## config.mk

```make
export PLATFORM = sky130hd
export DESIGN_NAME = controle_resfriamento
export DESIGN_NICKNAME = d
export VERILOG_FILES = /design/src/rtl/controle_resfriamento_pkg.sv /design/src/rtl/controle_resfriamento_detector_borda.sv /design/src/rtl/controle_resfriamento.sv
export SDC_FILE = /design/constraint.sdc
export NUM_CORES = 1
export LEC_CHECK = 0
export CORE_ASPECT_RATIO = 0.6
export CORE_MARGIN = 5
export CORE_UTILIZATION = 67
export CTS_CLUSTER_DIAMETER = 50
export DETAILED_ROUTE_END_ITERATION = 16
export DONT_BUFFER_PORTS = 1
export PLACE_DENSITY = 0.92
export SLEW_MARGIN = 5
export SYNTH_ARGS = -nofsm -noshare
export SYNTH_HDL_FRONTEND = slang
export SYNTH_SLANG_ARGS = --single-unit
```

## constraint.sdc

```tcl
create_clock -name clk_in -period 4 [get_ports clk_in]
set_input_delay 0.4 -clock clk_in [delete_from_list [all_inputs] [get_ports clk_in]]
set_output_delay 0.4 -clock clk_in [all_outputs]
set_load 0.02 [all_outputs]
```

## src/rtl/controle_resfriamento_pkg.sv

```systemverilog
// Shared definitions for the motor cooling supervisor: state encoding and counter widths.
package controle_resfriamento_pkg;

  localparam int CNT_W   = 8;
  localparam int RETRY_W = 4;

  typedef enum logic [1:0] {
    ST_IDLE  = 2'd0,
    ST_RUN   = 2'd1,
    ST_COOL  = 2'd2,
    ST_FAULT = 2'd3
  } estado_t;

endpackage

```

## src/rtl/controle_resfriamento_detector_borda.sv

```systemverilog
// Brings the 1 Hz divider output into clk_in and emits a one-cycle pulse per rising edge.
// The pulse register goes high on the 3rd clk_in edge after the input rises.
// A reset-time high level is not treated as a rising edge: the pulse stays
// masked until the edge-history flop holds a real sample of the input.
module detector_borda
  import controle_resfriamento_pkg::*;
(
  input  logic clk_in,
  input  logic rst,
  input  logic sig_in,
  output logic pulse_out
);

  logic       sync_1;
  logic       sync_2;
  logic       sig_prev;
  logic [2:0] vld;

  // Two-flop synchroniser, edge-history flop and registered rising-edge pulse.
  always_ff @(posedge clk_in) begin
    if (rst) begin
      sync_1    <= 1'b0;
      sync_2    <= 1'b0;
      sig_prev  <= 1'b0;
      vld       <= '0;
      pulse_out <= 1'b0;
    end else begin
      sync_1    <= sig_in;
      sync_2    <= sync_1;
      sig_prev  <= sync_2;
      vld       <= {vld[1:0], 1'b1};
      pulse_out <= sync_2 & ~sig_prev & vld[2];
    end
  end

endmodule

```

## src/rtl/controle_resfriamento.sv

```systemverilog
// Motor drive supervisor: runs the motor on request, limits continuous run time
// and enforces timed cooling after over-temperature or run-limit events.
//
// state | meaning
// IDLE  | motor and fan off, waiting for start
// RUN   | motor on, counting run seconds
// COOL  | motor off, fan on, counting down the cooling interval
// FAULT | repeated over-temperature, latched until fault_clr with temp normal
module controle_resfriamento
  import controle_resfriamento_pkg::*;
#(
  parameter int COOL_SECONDS    = 10,
  parameter int MAX_RUN_SECONDS = 30,
  parameter int MAX_RETRIES     = 3
) (
  input  logic       clk_in,
  input  logic       rst,
  input  logic       clk_1hz,
  input  logic       start,
  input  logic       stop,
  input  logic       overtemp,
  input  logic       fault_clr,
  output logic       motor_en,
  output logic       fan_en,
  output logic       fault,
  output logic [7:0] seconds_left,
  output logic [1:0] state_o
);

  localparam logic [CNT_W-1:0]   COOL_LOAD  = CNT_W'(COOL_SECONDS);
  localparam logic [CNT_W-1:0]   RUN_LAST   = CNT_W'(MAX_RUN_SECONDS - 1);
  localparam logic [RETRY_W-1:0] RETRY_LAST = RETRY_W'(MAX_RETRIES - 1);

  estado_t            state;
  estado_t            state_nx;
  logic [CNT_W-1:0]   run_cnt;
  logic [CNT_W-1:0]   run_nx;
  logic [CNT_W-1:0]   cool_cnt;
  logic [CNT_W-1:0]   cool_nx;
  logic [RETRY_W-1:0] retry_cnt;
  logic [RETRY_W-1:0] retry_nx;
  logic               tick;

  detector_borda u_detector_borda (
    .clk_in    (clk_in),
    .rst       (rst),
    .sig_in    (clk_1hz),
    .pulse_out (tick)
  );

  // Next-state and counter decisions; a transition loads the new state's
  // counter and swallows any coincident tick.
  always_comb begin
    state_nx = state;
    run_nx   = run_cnt;
    cool_nx  = cool_cnt;
    retry_nx = retry_cnt;
    case (state)
      ST_IDLE: begin
        if (start && !stop && !overtemp) begin
          state_nx = ST_RUN;
          run_nx   = '0;
        end else if (start && overtemp) begin
          state_nx = ST_COOL;
          cool_nx  = COOL_LOAD;
          retry_nx = '0;
        end
      end
      ST_RUN: begin
        if (overtemp) begin
          state_nx = ST_COOL;
          cool_nx  = COOL_LOAD;
          retry_nx = '0;
        end else if (stop || !start) begin
          state_nx = ST_IDLE;
        end else if (tick) begin
          if (run_cnt == RUN_LAST) begin
            state_nx = ST_COOL;
            cool_nx  = COOL_LOAD;
            retry_nx = '0;
          end else if (run_cnt != '1) begin
            run_nx = run_cnt + CNT_W'(1);
          end
        end
      end
      ST_COOL: begin
        if (tick) begin
          if (cool_cnt == CNT_W'(1)) begin
            if (!overtemp) begin
              if (start && !stop) begin
                state_nx = ST_RUN;
                run_nx   = '0;
                retry_nx = '0;
              end else begin
                state_nx = ST_IDLE;
              end
            end else if (retry_cnt == RETRY_LAST) begin
              state_nx = ST_FAULT;
            end else begin
              cool_nx = COOL_LOAD;
              if (retry_cnt != '1) retry_nx = retry_cnt + RETRY_W'(1);
            end
          end else if (cool_cnt != '0) begin
            cool_nx = cool_cnt - CNT_W'(1);
          end
        end
      end
      ST_FAULT: begin
        if (fault_clr && !overtemp) state_nx = ST_IDLE;
      end
      default: state_nx = ST_IDLE;
    endcase
  end

  // State, counters and registered outputs derived from the decided next state.
  always_ff @(posedge clk_in) begin
    if (rst) begin
      state        <= ST_IDLE;
      run_cnt      <= '0;
      cool_cnt     <= '0;
      retry_cnt    <= '0;
      motor_en     <= 1'b0;
      fan_en       <= 1'b0;
      fault        <= 1'b0;
      seconds_left <= '0;
    end else begin
      state        <= state_nx;
      run_cnt      <= run_nx;
      cool_cnt     <= cool_nx;
      retry_cnt    <= retry_nx;
      motor_en     <= (state_nx == ST_RUN);
      fan_en       <= (state_nx == ST_COOL) || (state_nx == ST_FAULT);
      fault        <= (state_nx == ST_FAULT);
      seconds_left <= (state_nx == ST_COOL) ? cool_nx : '0;
    end
  end

  assign state_o = state;

endmodule

```

==> metrics.txt <==
Max-slew headroom=0.594; crit end category=flop; # nets final=253; Post-synth EDFFs=0; metal2 WL=1.84 mm; Synth top area share=0.387; die height=53.0 um; Setup CP Type=flop to flop; post-synth top area cell=dfxtp_1; routability congestion estimate=0.924; top_reg_cell synth=dfxtp_1; Yosys cell types=57; Metal-1 WL=2.28 mm; worst path bufs/invs=0; Crit path largest cell delay=0.48 ns; Max stage delay cell, worst path=or4b_4; RSZ-0062 raised after global routing=no; DRT iter0 DRCs=351; GR Util All Layers=0.247; multi-input logic area=1190 sq um; Tmin final=2.38 ns; Pre-antenna DRT Iters=6; CP top delay family=compound AO/OA/AOI/OAI gates; part of the cycle the worst path needs=0.594; routed wire length=4.85 mm; Hold Fails Final Rpt=0; total of max-cap violations=0; DR vias=1943; met3 WL=635 um; Slew @ Worst Pin=0.608 ns; Setup TNS Final=0 ns; row count=15; Synth warnings=0; Initial Utilization=0.711; ANT cells=0; Power Total=836 uW; area growth from synthesis to layout=5.99%; share of layout cells above drive strength 1=0.0792; outcome=completed; Post-Syn Instances=241; Lkg Pwr=0.738 nW; worst-skew pair later-pin latency=0.30 ns; CTS Buf Count=5; die area=4330 sq um; clock sinks=40; vias in the first global route=1637; ys async rst share=0; maximum clock frequency=421 MHz; Fin Hold WS=0.165 ns; CTS tree=yes; Longest Clk Path Bufs=2; IO Count=20; CP max FO=7; Resized Gates After CTS=0; CP cell instances=ha_1, or4b_4, o311ai_1, o311a_2, nand3_1, a21oi_1; Buffers on Ports=0; Mean Syn Cell Area=8.58 sq um; post-route ant nets=0; Net Count, Synth=255; GRT overflow=0; Worst-path clk slew=0.08 ns; Setup violations, final=0; synthesized flop and latch total=40; startpoint types=flop; worst endpoint required time=4.22 ns; most frequent cells in the layout=40 x dfxtp_1, 26 x a21oi_1, 16 x nor2_1, 16 x nand2_1, 12 x inv_1; Synth area leaders=dfxtp_1 39%, a21oi_1 6.3%, ha_1 4.2%; DR top layer=met4; # DRC=0; fillcell total=199; Final Skew=0.0132 ns; Tightest Hold Check Type=primary input to flop; Arr. time, crit path=2.60 ns; post-DP HPWL=3.43 mm; htree depth=2; global-route wire length before repair=8.07 mm; commonest non-fill, non-tap cell in the layout=dfxtp_1; largest net degree at the start of global routing=22; core area=2910 sq um; final design utilization=0.754; wire per inst=17.2 um; Power Density=381 nW/um^2; Slew Limit Fails=0; Die Width=81.7 um; FF+latch area=801 sq um; initial antenna violation count=0; Post-CTS Setup Bufs=0; synthesized area=2070 sq um; Seq/Total Area, Yosys=0.387; root buf cell=clkbuf_8; hold-fix buffers at CTS=0; peak supply drop=0.207 mV; Vias/cell=6.89
[synth_stat cells, drive strengths merged, types with 2 or more instances]
cell    number
a31oi        2
or4          7
nand3        9
and2         3
clkbuf       7
and3         5
buf          2
a21boi       4
nand4        6
a21oi       27
nor2b       11
o311ai       3
dfxtp       40
o32ai        2
o21a         2
inv         12
nor2        16
o21ai        9
o31ai        9
nand4b       2
nor4         3
ha           7
nor3b        3
nand2       16
nor3         5
nand2b       2
a211oi       2
[per-layer routing]
metal / vias to the layer above / global-route usage
met5: - / 0
met4: 0 / 0.0939
met3: 17 / 0.0731
met2: 132 / 0.316
met1: 888 / 0.373
li1: 906 / -
[where the power goes]
group          internal (mW)  switching, mW
Sequential             0.408         0.0162
Combinational         0.0332         0.0556
Clock                  0.185          0.138
[logic make-up (layout without fill, tap and decap cells)]
group                    count (synthesis)  after routing  share of synthesized area
buffers and inverters                   21             20                     0.0393
flip-flops                              40             40                      0.387
adder cells (fa/ha/maj)                  7              7                     0.0423
multiplexers                             1              1                    0.00544
AO/OA/AOI/OAI                           76             76                      0.253
XOR/XNOR                                 1              1                    0.00424
AND/OR/NAND/NOR                         95             95                      0.268
[stage by stage]
| step | area (sq um) | instances | worst slack [ns] |
|---|---|---|---|
| after global placement | 2080 | 274 | 1.74 |
| final | 2190 | 282 | 1.62 |
| after detailed placement | 2080 | 274 | 1.70 |
| after floorplan | 2070 | 241 | 2.10 |
| after CTS | 2190 | 282 | 1.68 |
| after global routing | 2190 | 282 | 1.51 |
[flip-flops by register name, indices dropped and copies added, names as in the netlist]
| signal | flops |
|---|---|
| cool_cnt | 8 |
| run_cnt | 8 |
| seconds_left | 8 |
| retry_cnt | 4 |
| u_detector_borda.vld | 3 |
| state_o | 2 |
| fan_en | 1 |
| fault | 1 |
| motor_en | 1 |
| u_detector_borda.pulse_out | 1 |
| u_detector_borda.sig_prev | 1 |
| u_detector_borda.sync_1 | 1 |
| u_detector_borda.sync_2 | 1 |
[worst paths after layout]
kind / start / endpoint / slack (ns) / depth (start not counted)
worst max-delay path: run_cnt[0] / seconds_left[5] / 1.62 / 6
worst max register to register: run_cnt[0] / seconds_left[5] / 1.62 / 6
worst min register to register: u_detector_borda.sync_1 / u_detector_borda.sync_2 / 0.45 / 1
worst min-delay path: rst / state_o[0] / 0.17 / 1
[layout make-up]
| class | instances | area share |
|---|---|---|
| clock buffers | 6 | 0.0331 |
| clock inverters | 2 | 0.0160 |
| inverters | 12 | 0.0205 |
| multi-input cells | 180 | 0.541 |
| flip-flops and latches | 40 | 0.365 |
| well taps | 42 | 0.0240 |
Power figures use the tool's default switching activity.
